File: src/rtl/j1_wb_pkg.sv
// Shared types and defaults for the J1 Wishbone master.
// The state encoding, timeout and error-data defaults live here so the top and the timeout counter agree on them.
package j1_wb_pkg;

    typedef enum logic [1:0] {
        IDLE,
        REQ,
        WAIT
    } wbm_state_t;

    localparam int          TIMEOUT_DEFAULT  = 255;
    localparam logic [15:0] ERR_DATA_DEFAULT = 16'hFFFF;

    // Counter width needed to reach TIMEOUT-1.
    function automatic int cnt_width(input int timeout);
        return (timeout <= 2) ? 1 : $clog2(timeout);
    endfunction

endpackage

File: src/rtl/if_wb.sv
// Classic pipelined Wishbone bus, 16-bit address and data.
// The master drives the request side; the slave drives ack, stall and read data.
interface if_wb;
    logic        cyc;
    logic        stb;
    logic        we;
    logic [15:0] adr;
    logic [15:0] dat_m;
    logic [15:0] dat_s;
    logic        ack;
    logic        stall;
    logic        rst;

    modport master (
        output cyc, stb, we, adr, dat_m,
        input  ack, stall, dat_s
    );

    modport slave (
        input  cyc, stb, we, adr, dat_m, rst,
        output ack, stall, dat_s
    );
endinterface

File: src/rtl/wb_timeout.sv
// Saturating cycle counter that flags when a bus transfer has used its whole budget.
// The count is cleared when a request is latched and advances on every cycle the bus is busy.
module wb_timeout
    import j1_wb_pkg::*;
#(
    parameter int TIMEOUT = TIMEOUT_DEFAULT
) (
    input  logic clk,
    input  logic rst_n,
    input  logic clr,
    input  logic en,
    output logic expired
);

    localparam int           W    = cnt_width(TIMEOUT);
    localparam logic [W-1:0] LAST = W'(TIMEOUT - 1);

    logic [W-1:0] r_cnt;

    always_ff @(posedge clk or negedge rst_n) begin
        if (!rst_n) begin
            r_cnt <= '0;
        end else if (clr) begin
            r_cnt <= '0;
        end else if (en && (r_cnt != LAST)) begin
            r_cnt <= r_cnt + W'(1);
        end
    end

    assign expired = en && (r_cnt == LAST);

endmodule

File: src/rtl/j1_wb_master.sv
// Bridges the J1 single-cycle I/O strobes onto pipelined Wishbone, one transfer in flight.
// The CPU is held on io_busy until the slave acks or the timeout aborts the cycle.
module j1_wb_master
    import j1_wb_pkg::*;
#(
    parameter int          TIMEOUT  = TIMEOUT_DEFAULT,
    parameter logic [15:0] ERR_DATA = ERR_DATA_DEFAULT
) (
    input  logic        clk,
    input  logic        rst_n,
    input  logic        io_rd,
    input  logic        io_wr,
    input  logic [15:0] io_addr,
    input  logic [15:0] io_dout,
    output logic [15:0] io_din,
    output logic        io_busy,
    output logic        bus_err,
    input  logic        err_clr,
    if_wb.master        wb
);

    wbm_state_t  r_state;
    wbm_state_t  w_state_next;
    logic [15:0] r_adr;
    logic [15:0] r_dat;
    logic [15:0] r_din;
    logic        r_we;
    logic        r_err;

    logic        w_req;
    logic        w_accept;
    logic        w_done;
    logic        w_abort;
    logic        w_expired;
    logic        w_active;

    assign w_req    = io_rd | io_wr;
    assign w_active = (r_state != IDLE);
    assign w_accept = (r_state == IDLE) && w_req;

    wb_timeout #(
        .TIMEOUT (TIMEOUT)
    ) u_timeout (
        .clk     (clk),
        .rst_n   (rst_n),
        .clr     (w_accept),
        .en      (w_active),
        .expired (w_expired)
    );

    always_ff @(posedge clk or negedge rst_n) begin
        if (!rst_n) begin
            r_state <= IDLE;
        end else begin
            r_state <= w_state_next;
        end
    end

    // An ack in the last budgeted cycle still completes; only a missing ack aborts.
    always_comb begin
        w_state_next = r_state;
        w_done       = 1'b0;
        w_abort      = 1'b0;
        case (r_state)
            IDLE: begin
                if (w_req) begin
                    w_state_next = REQ;
                end
            end
            REQ: begin
                if (!wb.stall && wb.ack) begin
                    w_done = 1'b1;
                end else if (!wb.stall) begin
                    w_state_next = WAIT;
                end
            end
            WAIT: begin
                w_done = wb.ack;
            end
            default: begin
                w_state_next = IDLE;
            end
        endcase
        if (w_done) begin
            w_state_next = IDLE;
        end else if (w_expired) begin
            w_abort      = 1'b1;
            w_state_next = IDLE;
        end
    end

    // A simultaneous read and write collapses to a write.
    always_ff @(posedge clk or negedge rst_n) begin
        if (!rst_n) begin
            r_adr <= '0;
            r_dat <= '0;
            r_we  <= 1'b0;
        end else if (w_accept) begin
            r_adr <= io_addr;
            r_dat <= io_dout;
            r_we  <= io_wr;
        end
    end

    always_ff @(posedge clk or negedge rst_n) begin
        if (!rst_n) begin
            r_din <= '0;
        end else if (w_done && !r_we) begin
            r_din <= wb.dat_s;
        end else if (w_abort && !r_we) begin
            r_din <= ERR_DATA;
        end
    end

    always_ff @(posedge clk or negedge rst_n) begin
        if (!rst_n) begin
            r_err <= 1'b0;
        end else if (w_abort) begin
            r_err <= 1'b1;
        end else if (err_clr) begin
            r_err <= 1'b0;
        end
    end

    assign wb.cyc   = w_active;
    assign wb.stb   = (r_state == REQ);
    assign wb.we    = r_we;
    assign wb.adr   = r_adr;
    assign wb.dat_m = r_dat;

    assign io_din  = r_din;
    assign io_busy = w_active | w_req;
    assign bus_err = r_err;

endmodule

File: src/flat_wrapper.sv
// flat-port wrapper written by rule: the top's interface ports become plain ports
module j1_wb_master_flat import j1_wb_pkg::*;
#(
    parameter int          TIMEOUT  = TIMEOUT_DEFAULT,
    parameter logic [15:0] ERR_DATA = ERR_DATA_DEFAULT
)
  (clk, rst_n, io_rd, io_wr, io_addr, io_dout, io_din, io_busy, bus_err, err_clr, wb_cyc, wb_stb, wb_we, wb_adr, wb_dat_m, wb_ack, wb_stall, wb_dat_s);
  if_wb wb_i ();
  input  logic clk;
  input  logic rst_n;
  input  logic io_rd;
  input  logic io_wr;
  input  logic [15:0] io_addr;
  input  logic [15:0] io_dout;
  output logic [15:0] io_din;
  output logic io_busy;
  output logic bus_err;
  input  logic err_clr;
  output wire logic [$bits(wb_i.cyc)-1:0] wb_cyc;
  output wire logic [$bits(wb_i.stb)-1:0] wb_stb;
  output wire logic [$bits(wb_i.we)-1:0] wb_we;
  output wire logic [$bits(wb_i.adr)-1:0] wb_adr;
  output wire logic [$bits(wb_i.dat_m)-1:0] wb_dat_m;
  input wire logic [$bits(wb_i.ack)-1:0] wb_ack;
  input wire logic [$bits(wb_i.stall)-1:0] wb_stall;
  input wire logic [$bits(wb_i.dat_s)-1:0] wb_dat_s;
  assign wb_cyc = wb_i.cyc;
  assign wb_stb = wb_i.stb;
  assign wb_we = wb_i.we;
  assign wb_adr = wb_i.adr;
  assign wb_dat_m = wb_i.dat_m;
  assign wb_i.ack = wb_ack;
  assign wb_i.stall = wb_stall;
  assign wb_i.dat_s = wb_dat_s;
  j1_wb_master #(.TIMEOUT(TIMEOUT), .ERR_DATA(ERR_DATA)) u_core (.clk(clk), .rst_n(rst_n), .io_rd(io_rd), .io_wr(io_wr), .io_addr(io_addr), .io_dout(io_dout), .io_din(io_din), .io_busy(io_busy), .bus_err(bus_err), .err_clr(err_clr), .wb(wb_i));
endmodule
File: config.mk
export PLATFORM = sky130hd
export DESIGN_NAME = j1_wb_master_flat
export DESIGN_NICKNAME = d
export VERILOG_FILES = /design/src/rtl/j1_wb_pkg.sv /design/src/rtl/if_wb.sv /design/src/rtl/wb_timeout.sv /design/src/rtl/j1_wb_master.sv /design/src/flat_wrapper.sv
export SDC_FILE = /design/constraint.sdc
export NUM_CORES = 1
export LEC_CHECK = 0
export BUFFER_PORTS_ARGS = -buffer_cell sky130_fd_sc_hd__buf_4
export CAP_MARGIN = 20
export CORE_MARGIN = 4
export CORE_UTILIZATION = 43
export CTS_CLUSTER_DIAMETER = 100
export DETAILED_ROUTE_END_ITERATION = 6
export GPL_ROUTABILITY_DRIVEN = 0
export GPL_TIMING_DRIVEN = 0
export PLACE_DENSITY_LB_ADDON = 0.08
export SYNTH_ARGS = -nofsm -noshare
export SYNTH_HDL_FRONTEND = slang
export SYNTH_SLANG_ARGS = --single-unit
export TNS_END_PERCENT = 20
File: constraint.sdc
create_clock -name clk -period 1.7 [get_ports clk]
set_input_delay 0.085 -clock clk [delete_from_list [all_inputs] [get_ports clk]]
set_output_delay 0.085 -clock clk [all_outputs]
set_load 0.01 [all_outputs]
==> results.tsv, run 1 <==
stage	metric	value	unit
pwr	vdd_drop_max	1.139	mV
timing	slew_headroom	49.08	%
pwr	p_leak	2.186	nW
finish	final_cell_count_no_fill	513	
timing	tns	-0.1955	ns
logic_synthesis	postSynthCellCount	252	
global_routing	grt.overflow.total	0	
die	die_w	84.82	um
pwr	seqPwrFrac	34.1	%
placement	dpl.hpwl	4338	um
timing	skew	0.01082	ns
route	drc	0	
logic_synthesis	syn_area	0.002537	mm^2
finish	final_layout_size_suffix_gt1_share	37.87	%
placement	place_inst	431	
pwr	combPwrFrac	46.1	%
logic_synthesis	synth.net_count	314	
route	drtIter0Drc	72	
worst_setup_path	crit_type	flop to flop	
cts	cts.clk_slew.worst_paths	0.06	ns
placement	dp_slack	-0.2089	ns
worst_setup_path	max_stage_delay	0.41	ns
route	viasPerCell	4.865	
timing	fmax	576.9	MHz
die	initial_core_util	45.25	%
run_status	violations	setup timing	
global_routing	grt_max_degree	61	
timing	maxSlewViolCount	0	
run_status	outcome	finished, violations left	
logic_synthesis	syn_area_per_cell	10.07	um^2
worst_setup_path	critPathCaptureType	flop	
route	wl	7380	um
timing	rsz0062_at_grt	true	
pwr	p_int	4.591	mW
worst_setup_path	reg2reg_from	u_core.u_timeout.r_cnt[0]	
cts	cts_tree	done	
worst_setup_path	timing.rr.end	u_core.io_din[0]	
die	die_h	84.82	um
worst_setup_path	startpoint_type	flop	
timing	timing_hold_violations_final	0	
worst_setup_path	reg2regPathDepth	7	
finish	antenna_cells	0	
timing	finalCritPeriodShare	102.0	%
timing	layout_setup_ws	-0.03351	ns
placement	port_buffers	107	
cts	cts_buffers	9	
worst_setup_path	cp.arrival	2.00	ns
global_routing	grt_pass1_wl	12260	um
finish	seq_area	0.001504	mm^2
route	first_pass_iters	4	
finish	fill_cells	386	
logic_synthesis	yosysUniqueCellTypes	36	
cts	cts.sinks	60	
global_routing	grt_pass1_vias	2700	
global_routing	antenna_found_initial	0	
route	ant_nets	0	
pwr	power.share.clock	19.9	%
logic_synthesis	ys_seq_area_share	59.17	%
hold_path	hp-start	err_clr	
hold_path	min_path_type	primary input to flop	
cts	cts_root_buffer	clkbuf_8	
die	rows	27	
worst_setup_path	cp_data_required_time	1.97	ns
timing	finalSetupViolations	14	
die	ios	108	
cts	htreeDepth	3	
global_routing	grtUsageTotal	21.26	%
finish	nets	498	
worst_setup_path	critPathMaxFanout	5	
route	wl_per_cell	14.39	um
timing	post-route-min-period	1.734	ns
cts	cts_max_path_buffers	2	
die	design.core.area	0.005608	mm^2
die	die_area	0.007194	mm^2
hold_path	min_to	u_core.bus_err	
cts	insertion_delay	0.34	ns
worst_setup_path	r2r_slack	-0.03	ns
finish	multi_input_area	0.001054	mm^2
pwr	netSwitchingPower	2.551	mW
pwr	switching_share	35.72	%
flow_run	drv_cap	0	
finish	synthToLayoutAreaGrowth	73.87	%
timing	max_slew.worst_pin.slew	0.7638	ns
hold_path	hold_depth	3	
logic_synthesis	yosys_warnings	0	
timing	timing.hold.ws	0.04069	ns
logic_synthesis	synth.ff_latch_count	60	
worst_setup_path	crit_path_cell_trace	inv_2, ha_4, nand4_4, or3_4, a21oi_4, buf_4, o22a_1	
pwr	power_density	1619	mW/mm^2
route	vias	2496	
worst_setup_path	cp_slowest_cell	dfrtp_1	
through the flow:
step           cell area [um^2]  total power, mW  utilization [%]
2_1_floorplan              2579            3.893                -
3_3_place_gp               3472            5.206            61.91
3_5_place_dp               3472            5.282            61.91
4_1_cts                    4363            7.070            77.80
5_1_grt                    4412            7.669            78.67
6_report                   4412            7.142            78.67
area by class of cell:
type / count / share of cell area, %
repair buffers: 174 / 32.90
plain buffers: 9 / 1.446
flip-flops and latches: 60 / 34.09
multi-input cells: 175 / 23.88
well taps: 72 / 2.042
clock inverters: 4 / 1.645
inverters: 7 / 0.7090
clock buffers: 12 / 3.290
cell usage in the layout, fill, tap and decap left out, types with 2 or more instances in the layout:
cell	count
o22a_1	16
o21ai_0	5
ha_1	3
or3_1	3
ha_4	3
dfrtp_1	58
clkbuf_4	2
a21oi_1	4
inv_2	3
clkbuf_2	2
inv_4	2
buf_4	121
dlygate4sd3_1	50
bufinv_16	2
nand2_1	106
xor2_1	3
clkbuf_8	10
and3_1	2
inv_1	2
dfrtp_2	2
buf_6	3
nor2_1	6
clkbuf_1	4
cell usage after synthesis:
| cell | instances | share of area (%) |
|---|---|---|
| o311ai_0 | 3 | 1.0 |
| buf_2 | 1 | 0.20 |
| dfrtp_1 | 60 | 59 |
| xor2_1 | 3 | 1.0 |
| a21oi_1 | 5 | 0.99 |
| or3_1 | 3 | 0.74 |
| nand3_2 | 1 | 0.39 |
| a21oi_4 | 1 | 0.64 |
| o21ai_0 | 5 | 0.99 |
| buf_1 | 2 | 0.30 |
| ha_1 | 7 | 3.5 |
| clkbuf_1 | 5 | 0.74 |
| nand2_1 | 106 | 16 |
| o311ai_1 | 1 | 0.35 |
| buf_4 | 1 | 0.30 |
| nand4_1 | 1 | 0.25 |
| o211ai_4 | 1 | 0.84 |
| nor2_1 | 6 | 0.89 |
| and3_1 | 2 | 0.49 |
| xnor2_1 | 1 | 0.35 |
| buf_6 | 1 | 0.44 |
| a211o_1 | 1 | 0.35 |
| o22ai_1 | 1 | 0.25 |
| nand3_1 | 1 | 0.20 |
| nand4_2 | 1 | 0.49 |
| inv_2 | 1 | 0.15 |
| or2_2 | 2 | 0.49 |
| or3_4 | 1 | 0.44 |
| a32o_1 | 1 | 0.39 |
| o22a_1 | 16 | 5.5 |
| o211ai_1 | 1 | 0.30 |
| and2b_1 | 1 | 0.30 |
| inv_1 | 6 | 0.89 |
| o21ai_1 | 1 | 0.20 |
| nor3_2 | 1 | 0.39 |
| mux2i_1 | 1 | 0.39 |
power by group through the flow:
| stage | sequential (mW) | clock (mW) | combinational, mW |
|---|---|---|---|
| after floorplan | 2.66 | 0 | 1.24 |
| after global placement | 2.40 | 0 | 2.81 |
| after detailed placement | 2.42 | 0 | 2.86 |
| after CTS | 2.41 | 1.45 | 3.21 |
| after global routing | 2.51 | 1.53 | 3.63 |
| final | 2.43 | 1.42 | 3.29 |
logic make-up (layout without fill, tap and decap cells):
logic type               after synthesis  in the layout  share of synthesized area, %
AND/OR/NAND/NOR                      126            126                         20.76
adder cells (fa/ha/maj)                7              7                         3.452
AO/OA/AOI/OAI                         37             37                         11.83
multiplexers                           1              1                        0.3945
flip-flops                            60             60                         59.17
XOR/XNOR                               4              4                         1.381
buffers and inverters                 17            206                         3.008
layer usage:
metal	wire length, um	part of all wire (%)	up-vias	GRT usage, %
met2	3884	53	76	37.72
met4	123	1.7	0	7.338
met1	2866	39	1193	23.34
li1	-	-	1214	-
met5	0	0	-	0
met3	506	6.9	13	7.961
worst max-delay path: cells and delay by family (launching register included):
kind                       cells  cell delay, ns
DFF                            1            0.41
buffers and inverters          2            0.26
and+or+nand+nor                2            0.45
adders and majority gates      1            0.14
AOI/OAI and AO/OA              2            0.39
worst max-delay path by stage:
stage / cells after the start / from / to / slack, ns
3_3_place_gp: 8 / u_core.r_state[0] / u_core.wb.dat_m[8] / -0.20
3_5_place_dp: 8 / u_core.r_state[0] / u_core.u_timeout.r_cnt[5] / -0.21
2_1_floorplan: 8 / u_core.r_state[1] / u_core.io_din[10] / -0.02
6_report: 7 / u_core.u_timeout.r_cnt[0] / u_core.io_din[0] / -0.03
4_1_cts: 6 / u_core.r_state[0] / io_busy / 0.005
5_1_grt: 7 / u_core.u_timeout.r_cnt[0] / u_core.io_din[0] / -0.12
registers in the layout, indices dropped and copies added, names as in the netlist:
register and flops:
u_core.bus_err 1, u_core.u_timeout.r_cnt 8, u_core.r_state 2, u_core.io_din 16, u_core.wb.dat_m 16, u_core.wb.we 1, u_core.wb.adr 16
repair_timing:
| item | 4_1_cts | 5_1_grt |
|---|---|---|
| cloned | 1 | 0 |
| endpoints found under the hold margin | 109 | 0 |
| hold buffers | 50 | 0 |
| resized for setup | 17 | 13 |
| setup endpoints to repair | 55 | 55 |
| pin swaps | 7 | 17 |
| setup buffers | 14 | 2 |
Note: power is estimated with default switching activity, not from simulation.
==> run 2: changes to the inputs <==
- CORE_UTILIZATION: 43 -> 47
- clock period: 1.7 -> 1.8 ns (I/O delays scaled with it)
==> run 2 against run 1 <==
Effect of this change:
- the flow now finishes without violations
- non-clock buffer count down 8
- utilization rose by 4.5 points
- via count grew 0.20%
- first-iteration DRC count is 8.3% higher
- critical path depth stayed put
- clock-buffer cell count increased by 1
- worst setup slack improved by 0.046 ns
- die area is 7.7% lower
- largest cell class is now registers
==> results.tsv, run 2 (synthesis gave the netlist of run 1 again) <==
stage	metric	value	unit
timing	finalSetupViolations	0	
worst_setup_path	critPathMaxFanout	10	
timing	skew	0.008114	ns
die	die_h	81.48	um
global_routing	grt_max_degree	61	
cts	cts_buffers	9	
placement	port_buffers	107	
worst_setup_path	cp_top_family	simple AND/OR/NAND/NOR gates	
finish	antenna_cells	0	
timing	post-route-min-period	1.787	ns
pwr	p_int	4.243	mW
route	wl_per_cell	15.29	um
timing	rsz0062_at_grt	true	
pwr	power	6.633	mW
die	rows	26	
pwr	power_density	1543	mW/mm^2
timing	maxSlewViolCount	0	
flow_run	drv_cap	0	
route	wl	7691	um
finish	nets	490	
finish	final_layout_size_suffix_gt1_share	36.03	%
die	initial_core_util	49.06	%
route	drtIter0Drc	78	
global_routing	grt_pass1_vias	2465	
worst_setup_path	max_stage_delay	0.41	ns
pwr	seqPwrFrac	35.0	%
timing	finalCritPeriodShare	99.29	%
worst_setup_path	cp_slowest_cell	dfrtp_1	
route	vias	2501	
timing	fmax	559.5	MHz
timing	slew_headroom	50.29	%
cts	cts_root_buffer	clkbuf_8	
pwr	switching_share	36.04	%
route	first_pass_iters	4	
finish	final_cell_mix	buf_4 (116), nand2_1 (106), dfrtp_1 (60)	
hold_path	min_path_type	primary input to flop	
global_routing	grtUsageTotal	23.15	%
timing	timing_hold_violations_final	0	
cts	cts_max_path_buffers	2	
route	ant_nets	0	
die	design.core.area	0.005172	mm^2
finish	synthToLayoutAreaGrowth	69.48	%
worst_setup_path	crit_type	flop to flop	
global_routing	antenna_found_initial	0	
run_status	outcome	completed	
route	viasPerCell	4.972	
route	drc	0	
cts	htreeDepth	3	
worst_setup_path	crit_path_cell_trace	inv_2, ha_2, and2b_2, o211ai_4, or2_4, buf_4, o22a_1	
pwr	power.share.clock	20.6	%
worst_setup_path	critPathCaptureType	flop	
die	ios	108	
cts	cts.sinks	60	
worst_setup_path	cp_data_required_time	2.02	ns
pwr	combPwrFrac	44.4	%
die	die_area	0.006638	mm^2
global_routing	grt_pass1_wl	11590	um
worst_setup_path	cp_num_buf_inv	2	
finish	final_common_cell	buf_4	
worst_setup_path	startpoint_type	flop	
placement	dpl_cell_area	0.003430	mm^2
cts	cts.clk_slew.worst_paths	0.07	ns
finish	fill_cells	293	
die	die_w	81.48	um
pwr	p_leak	2.143	nW
global_routing	grt.overflow.total	0	
placement	dpl.hpwl	4449	um
finish	final_area	0.004300	mm^2
pwr	netSwitchingPower	2.390	mW
finish	multi_input_area	0.001017	mm^2
placement	dp_slack	-0.2819	ns
worst_setup_path	cp.arrival	2.00	ns
pwr	vdd_drop_max	1.211	mV
timing	layout_setup_ws	0.01282	ns
cts	insertion_delay	0.33	ns
finish	seq_area	0.001501	mm^2
timing	max_slew.worst_pin.slew	0.7456	ns
cts	cts_tree	done	
run 2: cell count changes in the layout (fill, tap and decap cells not counted), sizes merged:
cell	before	now
clkinvlp	1	0
dlygate4sd3	50	49
buf	127	121
run 2: worst paths after layout:
path,from,endpoint,slack (ns),cells past startpoint
worst min-delay path,io_wr,u_core.wb.we,0.02,3
worst min register to register,u_core.wb.dat_m[9],u_core.wb.dat_m[9],0.48,2
min in group asynchronous,rst_n,u_core.r_state[1],0.37,2
max in group asynchronous,rst_n,u_core.u_timeout.r_cnt[3],0.94,2
worst max-delay path,u_core.r_state[1],u_core.io_din[14],0.01,7
worst max register to register,u_core.r_state[1],u_core.io_din[14],0.01,7
run 2: repair_timing:
action | CTS | global route
hold buffers | 49 | 0
hold endpoints to repair | 108 | 0
cloned | 0 | 1
endpoints found under the setup margin | 40 | 36
setup buffers | 2 | 7
resized for setup | 11 | 12
pin swaps | 1 | 5
run 2: layout make-up:
type	instances	share of cell area, %
clock inverter	3	1.600
inverter	7	0.6692
clock buffer	13	3.695
sequential	60	34.91
multi-input combinational	175	23.65
buffer	9	1.222
tap	70	2.037
timing repair buffer	166	32.21
run 2: power groups by stage:
stage               Clock (mW)  Sequential (mW)  Combinational (mW)
floorplan                    0             2.50                1.11
global placement             0             2.27                2.58
detailed placement           0             2.29                2.63
CTS                       1.40             2.29                2.83
global route              1.45             2.39                3.26
finish                    1.37             2.32                2.94
run 2: routing by layer:
| metal | part of all wire (%) | up-vias | track usage [%] |
|---|---|---|---|
| met1 | 39 | 1192 | 28.10 |
| met2 | 50 | 88 | 38.76 |
| met3 | 7.6 | 18 | 5.811 |
| met4 | 2.5 | 0 | 10.64 |
| met5 | 0 | - | 0 |
| li1 | - | 1203 | - |
run 2: worst register-to-register path, cell delays in order (launching register included):
cell	delay [ns]
dfrtp_1	0.41
inv_2	0.11
ha_2	0.19
and2b_2	0.17
o211ai_4	0.12
or2_4	0.29
buf_4	0.18
o22a_1	0.21
run 2: stage by stage:
stage / utilization, % / hold slack [ns] / cells / TNS, ns
4_1_cts: 81.45 / 0.008035 / 495 / 0
6_report: 83.14 / 0.02315 / 503 / 0
3_5_place_dp: 66.30 / 0.2122 / 429 / -7.075
5_1_grt: 83.14 / 0.03938 / 503 / -0.4497
3_3_place_gp: 66.30 / 0.2111 / 429 / -6.409
2_1_floorplan: - / -0.2056 / 252 / 0
